===== src/rtl/child_arb_pkg.sv =====
// Shared types and default sizing for the child round-robin arbiter.
package child_arb_pkg;

    typedef enum logic [1:0] {
        IDLE  = 2'd0,
        OWNED = 2'd1,
        GAP   = 2'd2
    } arb_state_e;

    localparam int N_REQ_DEF   = 5;
    localparam int TIMEOUT_DEF = 16;

endpackage


===== src/rtl/child_rr_arbiter_rr_pick.sv =====
// Combinational round-robin selector: first set request at or after ptr,
// wrapping modulo N_REQ, returned as one-hot, index and an any flag.
module rr_pick
    import child_arb_pkg::*;
#(
    parameter int N_REQ = N_REQ_DEF,
    parameter int IDW   = $clog2(N_REQ_DEF)
) (
    input  logic [N_REQ-1:0] req,
    input  logic [IDW-1:0]   ptr,
    output logic [N_REQ-1:0] win_oh,
    output logic [IDW-1:0]   win_idx,
    output logic             any
);

    logic [IDW-1:0] idx;

    always_comb begin
        win_oh  = '0;
        win_idx = '0;
        any     = 1'b0;
        idx     = '0;
        for (int i = 0; i < N_REQ; i++) begin
            idx = IDW'((int'(ptr) + i) % N_REQ);
            if (!any && req[idx]) begin
                any          = 1'b1;
                win_oh[idx]  = 1'b1;
                win_idx      = idx;
            end
        end
    end

endmodule


===== src/rtl/child_rr_arbiter.sv =====
// Round-robin owner arbiter with IDLE/OWNED/GAP FSM and a one-cycle gap
// between owners. Define ARB_TIMEOUT_EN to enable forced release after TIMEOUT cycles.
module child_rr_arbiter
    import child_arb_pkg::*;
#(
    parameter int N_REQ   = N_REQ_DEF,
    parameter int TIMEOUT = TIMEOUT_DEF
) (
    input  logic                     clk,
    input  logic                     rst_n,
    input  logic [N_REQ-1:0]         req,
    input  logic [N_REQ-1:0]         done,
    output logic [N_REQ-1:0]         gnt,
    output logic                     gnt_valid,
    output logic [$clog2(N_REQ)-1:0] gnt_id,
    output logic                     timeout,
    output logic                     busy
);

    localparam int IDW = $clog2(N_REQ);

    arb_state_e      state_q, state_d;
    logic [N_REQ-1:0] gnt_q, gnt_d;
    logic [IDW-1:0]   gnt_id_q, gnt_id_d;
    logic [IDW-1:0]   ptr_q, ptr_d;
    logic             timeout_q, timeout_d;

    logic [N_REQ-1:0] pick_oh;
    logic [IDW-1:0]   pick_idx;
    logic             pick_any;
    logic             release_own;
    logic             expire;
    logic [IDW-1:0]   owner_nxt;

    rr_pick #(
        .N_REQ (N_REQ),
        .IDW   (IDW)
    ) u_pick (
        .req     (req),
        .ptr     (ptr_q),
        .win_oh  (pick_oh),
        .win_idx (pick_idx),
        .any     (pick_any)
    );

    assign release_own = done[gnt_id_q] | ~req[gnt_id_q];
    assign owner_nxt   = (gnt_id_q == IDW'(N_REQ - 1)) ? '0 : gnt_id_q + IDW'(1);

`ifdef ARB_TIMEOUT_EN
    localparam int CW = $clog2(TIMEOUT + 1);

    logic [CW-1:0] hold_cnt_q, hold_cnt_d;

    assign expire = (hold_cnt_q == CW'(TIMEOUT));

    // Counter reads 1 in the first OWNED cycle so expiry lands on cycle TIMEOUT.
    always_comb begin
        hold_cnt_d = '0;
        if (state_d == OWNED) begin
            hold_cnt_d = (state_q == OWNED) ? hold_cnt_q + CW'(1) : CW'(1);
        end
    end

    always_ff @(posedge clk or negedge rst_n) begin
        if (!rst_n) begin
            hold_cnt_q <= '0;
        end else begin
            hold_cnt_q <= hold_cnt_d;
        end
    end
`else
    logic unused_timeout_param;

    assign expire               = 1'b0;
    assign unused_timeout_param = (TIMEOUT != 0);
`endif

    always_comb begin
        state_d   = state_q;
        gnt_d     = gnt_q;
        gnt_id_d  = gnt_id_q;
        ptr_d     = ptr_q;
        timeout_d = 1'b0;
        case (state_q)
            IDLE, GAP: begin
                gnt_d   = '0;
                state_d = IDLE;
                if (pick_any) begin
                    state_d  = OWNED;
                    gnt_d    = pick_oh;
                    gnt_id_d = pick_idx;
                end
            end
            OWNED: begin
                // A genuine release takes precedence over a coincident expiry.
                if (release_own || expire) begin
                    state_d   = GAP;
                    gnt_d     = '0;
                    ptr_d     = owner_nxt;
                    timeout_d = ~release_own;
                end
            end
            default: begin
                state_d = IDLE;
                gnt_d   = '0;
            end
        endcase
    end

    always_ff @(posedge clk or negedge rst_n) begin
        if (!rst_n) begin
            state_q   <= IDLE;
            gnt_q     <= '0;
            gnt_id_q  <= '0;
            ptr_q     <= '0;
            timeout_q <= 1'b0;
        end else begin
            state_q   <= state_d;
            gnt_q     <= gnt_d;
            gnt_id_q  <= gnt_id_d;
            ptr_q     <= ptr_d;
            timeout_q <= timeout_d;
        end
    end

    assign gnt       = gnt_q;
    assign gnt_valid = |gnt_q;
    assign gnt_id    = gnt_id_q;
    assign timeout   = timeout_q;
    assign busy      = (state_q != IDLE);

endmodule


===== config.mk =====
export PLATFORM = sky130hd
export DESIGN_NAME = child_rr_arbiter
export DESIGN_NICKNAME = d
export VERILOG_FILES = /design/src/rtl/child_arb_pkg.sv /design/src/rtl/child_rr_arbiter_rr_pick.sv /design/src/rtl/child_rr_arbiter.sv
export SDC_FILE = /design/constraint.sdc
export NUM_CORES = 1
export LEC_CHECK = 0
export CORE_MARGIN = 3
export CORE_UTILIZATION = 58
export CTS_BUF_LIST = sky130_fd_sc_hd__clkbuf_16
export CTS_CLUSTER_DIAMETER = 120
export DETAILED_ROUTE_END_ITERATION = 8
export PLACE_DENSITY = 0.81
export SETUP_SLACK_MARGIN = 0.5
export SYNTH_ARGS = -nofsm -noshare
export SYNTH_HDL_FRONTEND = slang
export SYNTH_SLANG_ARGS = --single-unit

===== constraint.sdc =====
create_clock -name clk -period 6 [get_ports clk]
set_clock_uncertainty 0.05 [all_clocks]
set_input_delay 1.2 -clock clk [delete_from_list [all_inputs] [get_ports clk]]
set_output_delay 1.2 -clock clk [all_outputs]
set_load 0.05 [all_outputs]

==> impl_metrics.ini, run 1 <==
[clock_tree]
htreeDepth = 1
cts_tree = yes
cts.path.max_buffers = 2
clk_pin_slew_ns = 0.05
cts_resized = 0
post_cts_buffers = 0
clkSinkCount = 13
cts_root_buf = clkbuf_16
clk_latency_ns = 0.25
cts_hold_buf = 0
cts_buffers = 3

[place]
globalplace.congestion = 0.979
portBuffers = 21
hpwl_um = 4900
dp_worst_setup_slack_ns = 0.960
place_area_sq_um = 2580

[sta]
finalMaxSlewViolations = 0
post-route-period-util_pct = 84.6
maxSlewHeadroom_pct = 55.9
fmax_mhz = 197
hold_viol = 0
period_needed_ns = 5.08
layout_setup_ws_ns = 0.923
final-setup-viol-count = 0
tightest_slew_ns = 0.660
hold_ws_ns = 0.466
rsz0062_at_grt = false
fin_setup_tns_ns = 0

[job]
maxCapViolations = 0

[finish]
n_fill_cell = 338
multi_input_area_sq_um = 1900
design_area_sq_um = 2660
num-nets-final = 350
antenna_cells = 0
area_growth_pct = 12.8
drive_gt1_share_pct = 10.1
regArea_sq_um = 325

[synthesis]
netlist_area_sq_um = 2360
async_flop_share_pct = 100
synth_fp_nets = 332
yosys.area.top_type = dfrtp_1
ys_seq_elements = 13
synthCells = 299
synth_area_leaders = dfrtp_1, ha_1, nand2_1, o21ai_0, xnor2_1
ys_warn_count = 0
avgSynthCellArea_sq_um = 7.89
synth_top_area_share_pct = 13.8
yosysUniqueCellTypes = 73
synth_seq_area_share_pct = 13.8
synth-edff-count = 0
ys.flop_type = dfrtp_1

[floorplanning]
rows = 22
io_pins = 23
start_util_pct = 62.1
die_x_um = 69.8
die_area_sq_um = 4870
core_region_area_sq_um = 3800
die_h_um = 69.8

[route]
dr.pass1.iters = 5
via_per_inst = 6.63
drt_iter0_drc = 215
top_layer_used = met4
post-route-drc-count = 0
routed_wirelength_um = 6280
antenna_left = 0
route.met3.wl_um = 463
vias = 2413
wire_per_inst_um = 17.3
routed-wl-met2_um = 2900
met1Wirelength_um = 2750

[grt]
globalRoute.totalOverflow = 0
grt_pass1_wl_um = 10600
antenna_found_initial = 0
grt_pass1_vias = 2228
gr-usage-all-layers_pct = 26.3
grt_max_degree = 27

[critical_path]
worstSetupPathType = register to register
rrSetupSlack_ns = 0.92
arrival_ns = 5.19
required_ns = 6.11
cp-end-kind = register
crit_chain = inv_1, ha_1, inv_1, ha_1, inv_1, ha_1, or3_1, nand3_1, and2_1, inv_1, ha_1, mux4_2, o211a_1, a32o_1, a211oi_4, and2b_4, nand4_1, a32oi_1
slowest_delay_ns = 0.57
crit_slowest_cell = dfrtp_1
start_kind = register
path_max_fanout = 17

[run_status]
outcome = finished, final reports clean

[worst_hold_path]
hold_class = register to register
[routing by layer]
layer	track usage [%]	vias to the layer above
met4	7.45	0
met1	34.7	1126
met3	4.64	19
met2	43.9	109
met5	0	-
li1	-	1159
[layout make-up]
class                   count  share of cell area, %
clock buffers               3                   2.82
clock inverters             1                  0.141
inverters                  20                   2.82
multi-input cells         256                   71.3
flip-flops and latches     13                   12.2
well taps                  48                   2.26
repair buffers             23                   8.47
[stage by stage]
stage	util, %	cells
2_1_floorplan	-	299
3_3_place_gp	68.0	360
3_5_place_dp	68.0	360
4_1_cts	70.0	364
5_1_grt	70.0	364
6_report	70.0	364
[synthesized netlist by cell type (4+ instances only)]
master,instances
a21o_1,4
a21oi_1,13
a221oi_1,4
and2_1,4
dfrtp_1,13
ha_1,21
inv_1,17
mux2_2,4
mux2i_1,6
nand2_1,28
nand2b_1,9
nand3_1,13
nand4_1,6
nor2_1,16
nor2b_1,6
nor3_1,8
nor3b_1,4
o211ai_1,4
o21ai_0,17
o21ai_1,4
o22ai_1,4
or3_1,4
xnor2_1,9
[logic make-up after synthesis]
| logic type | share of synthesized area [%] |
|---|---|
| simple gates | 28.5 |
| compound gates | 28.4 |
| buf+inv | 5.84 |
| fa+ha+maj | 11.1 |
| mux | 7.00 |
| flops | 13.8 |
| xor+xnor | 5.09 |
| other cells | 0.159 |
[layout by cell type, fill, tap and decap left out, types with 6 or more instances in the layout]
master,instances
a21oi_1,13
nand2_1,28
nand4_1,6
inv_1,18
nor2b_1,6
mux2i_1,6
xnor2_1,9
ha_1,21
dfrtp_1,13
nor3_1,8
clkdlybuf4s50_1,21
o21ai_0,17
nand2b_1,9
nand3_1,13
nor2_1,16
[final timing paths]
check                           cells after the start                     to                 start
worst max-delay path                               18     gnt[1]$_DFFE_PN0P_  ptr_q[1]$_DFFE_PN0P_
min in group asynchronous                           1     gnt[0]$_DFFE_PN0P_                 rst_n
worst min-delay path                                2     gnt[4]$_DFFE_PN0P_    gnt[4]$_DFFE_PN0P_
max in group asynchronous                           1  gnt_id[1]$_DFFE_PN0P_                 rst_n
worst min register to register                      2     gnt[4]$_DFFE_PN0P_    gnt[4]$_DFFE_PN0P_
worst max register to register                     18     gnt[1]$_DFFE_PN0P_  ptr_q[1]$_DFFE_PN0P_
[worst max-delay path, delay by kind of cell (launching register included)]
family	cells	cell delay, ns
buffers and inverters	4	0.54
flip-flops	1	0.57
AO/OA/AOI/OAI	4	1.02
multiplexers	1	0.51
adder cells (fa/ha/maj)	4	1.23
AND/OR/NAND/NOR	5	1.07
[registers in the layout, indices dropped and copies added, names as in the netlist]
register	count
gnt	5
gnt_id	3
ptr_q	3
state_q	2
Power of run 1 is left out: the tool's default activity adds up to more than one toggle a clock period on the data nets, which glitch-free logic cannot reach.
==> inputs of run 2 (changes only) <==
--- a/config.mk
+++ b/config.mk
@@ -6,11 +6,11 @@
 export NUM_CORES = 1
 export LEC_CHECK = 0
 export CORE_MARGIN = 3
-export CORE_UTILIZATION = 58
+export CORE_UTILIZATION = 53
 export CTS_BUF_LIST = sky130_fd_sc_hd__clkbuf_16
 export CTS_CLUSTER_DIAMETER = 120
 export DETAILED_ROUTE_END_ITERATION = 8
-export PLACE_DENSITY = 0.81
+export PLACE_DENSITY = 0.78
 export SETUP_SLACK_MARGIN = 0.5
 export SYNTH_ARGS = -nofsm -noshare
 export SYNTH_HDL_FRONTEND = slang
==> constraint.sdc (replaced) <==
create_clock -name clk -period 4.67 [get_ports clk]
set_clock_uncertainty 0.05 [all_clocks]
set_input_delay 0.934 -clock clk [delete_from_list [all_inputs] [get_ports clk]]
set_output_delay 0.934 -clock clk [all_outputs]
set_load 0.05 [all_outputs]
==> run 2 against run 1 <==
Global-route usage is 1.1 points lower; hold slack better by 0.015 ns; core utilization is 0.44 points higher; design area is 9.8% higher; first-iteration DRC count is 53% higher; register-to-register slack worse by 0.31 ns; fmax is 25% higher; final cell count is 4.4% higher; critical path depth stayed put; non-clock buffer count is 14 higher; die area is 8.6% higher; highest routed layer unchanged.
==> impl_metrics.ini, run 2 (synthesized netlist as in run 1, its figures left out) <==
[run_status]
outcome = finished, final reports clean

[route]
drt_iter0_drc = 329
routed_wirelength_um = 6490
vias = 2400
post-route-drc-count = 0
via_per_inst = 6.32
wire_per_inst_um = 17.1
antenna_left = 0
dr.pass1.iters = 5

[critical_path]
path_max_fanout = 7
required_ns = 4.77
worstSetupPathType = register to register
start_kind = register
arrival_ns = 4.16
cp-end-kind = register

[grt]
antenna_found_initial = 0
globalRoute.totalOverflow = 0
grt_pass1_vias = 2220
gr-usage-all-layers_pct = 25.2
grt_pass1_wl_um = 10800
grt_max_degree = 26

[finish]
largest_reg_flops = 5
multi_input_area_sq_um = 2030
num-nets-final = 364
antenna_cells = 0
drive_gt1_share_pct = 20.3
fin_util_pct = 70.5
regArea_sq_um = 329
n_fill_cell = 333
final_common_cell = nand2_1
final_cell_mix = nand2_1, clkdlybuf4s50_1, nor2_1, o21ai_0
area_growth_pct = 23.8

[sta]
tightest_slew_ns = 0.609
rsz0062_at_grt = true
post-route-period-util_pct = 86.9
fin_setup_tns_ns = 0
maxSlewHeadroom_pct = 59.3
finalMaxSlewViolations = 0
fmax_mhz = 246
final-setup-viol-count = 0
period_needed_ns = 4.06
hold_viol = 0

[clock_tree]
clk_latency_ns = 0.24
cts_root_buf = clkbuf_16
clkSinkCount = 13
cts_buffers = 3
htreeDepth = 1
cts.path.max_buffers = 2
clk_pin_slew_ns = 0.05
cts_tree = yes
cts_hold_buf = 0

[floorplanning]
rows = 23
die_x_um = 72.7
start_util_pct = 56.9
die_h_um = 72.7
io_pins = 23
core_region_area_sq_um = 4140
die_area_sq_um = 5290

[place]
portBuffers = 21
hpwl_um = 5000
globalplace.congestion = 0.962

[worst_hold_path]
hold_class = register to register

[job]
maxCapViolations = 0
## run 2: cell count changes in the layout (fill, tap and decap cells not counted), sizes merged
cell / previous run / this run
buf: 2 / 16
## run 2: metrics by stage
stage	cell area, sq um	hold WS [ns]	setup WS, ns	std cells
6_report	2920	0.481	0.610	380
3_3_place_gp	2700	0.459	0.470	366
4_1_cts	2810	0.487	0.524	374
2_1_floorplan	2460	0.544	0.462	299
5_1_grt	2920	0.506	0.449	380
3_5_place_dp	2700	0.477	0.349	366
## run 2: path summary, 6_finish.rpt
kind                                      startpoint                    end  slack (ns)  cells after the start
worst max-delay path            ptr_q[1]$_DFFE_PN0P_     gnt[1]$_DFFE_PN0P_        0.61                     18
worst min-delay path              gnt[2]$_DFFE_PN0P_     gnt[2]$_DFFE_PN0P_        0.48                      2
worst max register to register  ptr_q[1]$_DFFE_PN0P_     gnt[1]$_DFFE_PN0P_        0.61                     18
worst min register to register    gnt[2]$_DFFE_PN0P_     gnt[2]$_DFFE_PN0P_        0.48                      2
max in group asynchronous                      rst_n   ptr_q[0]$_DFFE_PN0P_        3.13                      1
min in group asynchronous                      rst_n  gnt_id[2]$_DFFE_PN0P_        1.02                      1
## run 2: what timing repair did
| item | 4_1_cts | 5_1_grt |
|---|---|---|
| pin swaps | 4 | 7 |
| endpoints found under the setup margin | 8 | 9 |
| setup buffers | 4 | 6 |
| resized for setup | 0 | 13 |
## run 2: metal layers
layer  vias to the layer above  GRT usage, %  wire [um]
met3                         6          4.41        388
met5                         -             0          0
met1                      1119          36.5       3040
met4                         0          1.84         18
met2                        92          40.8       3050
li1                       1183             -          -
## run 2: cell type report
type                            instances  share of cell area (%)
Clock buffer                            3                    2.57
Inverter                               20                    3.08
Clock inverter                          1                   0.129
Sequential cell                        13                    11.3
Timing Repair Buffer                   37                    11.4
Tap cell                               50                    2.14
Multi-Input combinational cell        256                    69.4
## run 2: critical path: stages, from the launching register on
cell,delay [ns]
dfrtp_2,0.42
inv_4,0.09
ha_4,0.15
inv_4,0.04
ha_4,0.26
inv_2,0.05
ha_4,0.15
or3_4,0.35
nand3_4,0.08
and2_4,0.17
inv_4,0.04
ha_4,0.26
mux4_2,0.48
o211a_1,0.23
a32o_2,0.28
a211oi_4,0.28
and2b_4,0.24
nand4_1,0.09
a32oi_1,0.25
Power of run 2 is left out for the same reason.
==> inputs of run 3 (changes only) <==
--- a/config.mk
+++ b/config.mk
@@ -5,12 +5,12 @@
 export SDC_FILE = /design/constraint.sdc
 export NUM_CORES = 1
 export LEC_CHECK = 0
-export CORE_MARGIN = 3
-export CORE_UTILIZATION = 53
-export CTS_BUF_LIST = sky130_fd_sc_hd__clkbuf_16
+export CAP_MARGIN = 30
+export CORE_UTILIZATION = 54
+export CTS_BUF_LIST = sky130_fd_sc_hd__clkbuf_4
 export CTS_CLUSTER_DIAMETER = 120
 export DETAILED_ROUTE_END_ITERATION = 8
-export PLACE_DENSITY = 0.78
+export PLACE_DENSITY = 0.79
 export SETUP_SLACK_MARGIN = 0.5
 export SYNTH_ARGS = -nofsm -noshare
 export SYNTH_HDL_FRONTEND = slang
==> run 3 against run 2 <==
Flip-flop and latch count did not move; die area fell by 12%; worst setup slack got worse by 0.051 ns; critical path depth did not move; global-route usage rose by 5.0 points; via count rose by 3.1%; core utilization rose by 1.4 points; register-to-register slack got worse by 0.05 ns; first-iteration DRC count fell by 9.4%; wire length rose by 5.1%; hold slack got worse by 0.0053 ns.
==> impl_metrics.ini, run 3 (synthesized netlist as in run 1, its figures left out) <==
[clock_tree]
clkSinkCount = 13
cts_hold_buf = 0
clk_latency_ns = 0.28
cts_root_buf = clkbuf_4
cts_buffers = 3
clk_pin_slew_ns = 0.09
cts_tree = yes
cts.path.max_buffers = 2
htreeDepth = 1

[floorplanning]
die_h_um = 68.1
start_util_pct = 57.7
die_area_sq_um = 4640
die_x_um = 68.1
io_pins = 23
core_region_area_sq_um = 4090
rows = 23

[place]
globalplace.congestion = 0.954
hpwl_um = 4980
dp_worst_setup_slack_ns = 0.359
portBuffers = 21

[grt]
gr-usage-all-layers_pct = 30.2
grt_pass1_vias = 2192
grt_pass1_wl_um = 10600
globalRoute.totalOverflow = 0
antenna_found_initial = 0
grt_max_degree = 27

[critical_path]
cp-end-kind = register
path_max_fanout = 7
worstSetupPathType = register to register
required_ns = 4.82
arrival_ns = 4.26
start_kind = register

[route]
dr.pass1.iters = 5
routed_wirelength_um = 6830
post-route-drc-count = 0
drt_iter0_drc = 298
antenna_left = 0
wire_per_inst_um = 17.8
via_per_inst = 6.44
vias = 2474

[finish]
area_growth_pct = 24.5
n_fill_cell = 320
regArea_sq_um = 329
final_common_cell = nand2_1
largest_reg_flops = 5
drive_gt1_share_pct = 22.8
antenna_cells = 0
final_cell_mix = nand2_1, clkdlybuf4s50_1, buf_4
multi_input_area_sq_um = 2050
num-nets-final = 368

[sta]
final-setup-viol-count = 0
fmax_mhz = 243
layout_setup_ws_ns = 0.559
post-route-period-util_pct = 88.0
fin_setup_tns_ns = 0
hold_viol = 0
period_needed_ns = 4.11
finalMaxSlewViolations = 0
rsz0062_at_grt = true
maxSlewHeadroom_pct = 55.8
tightest_slew_ns = 0.661

[job]
maxCapViolations = 0

[run_status]
outcome = finished, final reports clean

[worst_hold_path]
hold_class = register to register
-- run 3: changes by cell type in the layout (fill, tap and decap cells not counted), sizes merged --
cell	previous run	this run
buf	16	20
clkbuf	3	4
inv	21	20
-- run 3: critical path, stage by stage, from the launching register on --
cell	delay, ns
dfrtp_2	0.45
inv_8	0.07
ha_4	0.15
inv_4	0.04
ha_4	0.29
inv_4	0.04
ha_4	0.15
or3_4	0.34
nand3_4	0.08
and2_4	0.17
inv_4	0.04
ha_4	0.28
mux4_2	0.50
o211a_1	0.24
a32o_2	0.29
a211oi_4	0.28
and2b_4	0.24
nand4_1	0.13
a31oi_1	0.20
-- run 3: layout make-up --
| class | instances | area share, % |
|---|---|---|
| sequential | 13 | 11.2 |
| inverter | 20 | 3.15 |
| timing repair buffer | 41 | 12.5 |
| multi-input combinational | 256 | 69.9 |
| tap | 50 | 2.13 |
| clock buffer | 4 | 1.02 |
-- run 3: path summary, 6_finish.rpt --
kind / from / end / slack (ns) / cells after the start
min reg2reg: gnt[4]$_DFFE_PN0P_ / gnt[4]$_DFFE_PN0P_ / 0.48 / 2
min in group asynchronous: rst_n / gnt[0]$_DFFE_PN0P_ / 0.97 / 1
max: ptr_q[0]$_DFFE_PN0P_ / gnt[0]$_DFFE_PN0P_ / 0.56 / 18
max reg2reg: ptr_q[0]$_DFFE_PN0P_ / gnt[0]$_DFFE_PN0P_ / 0.56 / 18
max in group asynchronous: rst_n / ptr_q[0]$_DFFE_PN0P_ / 3.17 / 1
min: gnt[4]$_DFFE_PN0P_ / gnt[4]$_DFFE_PN0P_ / 0.48 / 2
-- run 3: metal layers --
layer	vias up	track usage, %	share of wire, %
met4	0	8.07	1.7
met5	-	0	0
met3	17	3.67	8.6
li1	1192	-	-
met1	1148	41.3	42
met2	117	49.6	47
-- run 3: stage by stage --
step / area, sq um / utilization [%] / hold WS (ns) / cells
final: 2940 / 71.8 / 0.476 / 384
after global routing: 2940 / 71.8 / 0.509 / 384
after CTS: 2810 / 68.7 / 0.482 / 378
after detailed placement: 2730 / 66.7 / 0.462 / 369
after global placement: 2730 / 66.7 / 0.454 / 369
after floorplan: 2460 / - / 0.544 / 299
-- run 3: timing repair --
action,CTS,global route
setup buffers,5,6
pin swaps,2,10
setup endpoints to repair,9,9
gates resized for setup,2,17
Power of run 3 is left out for the same reason.
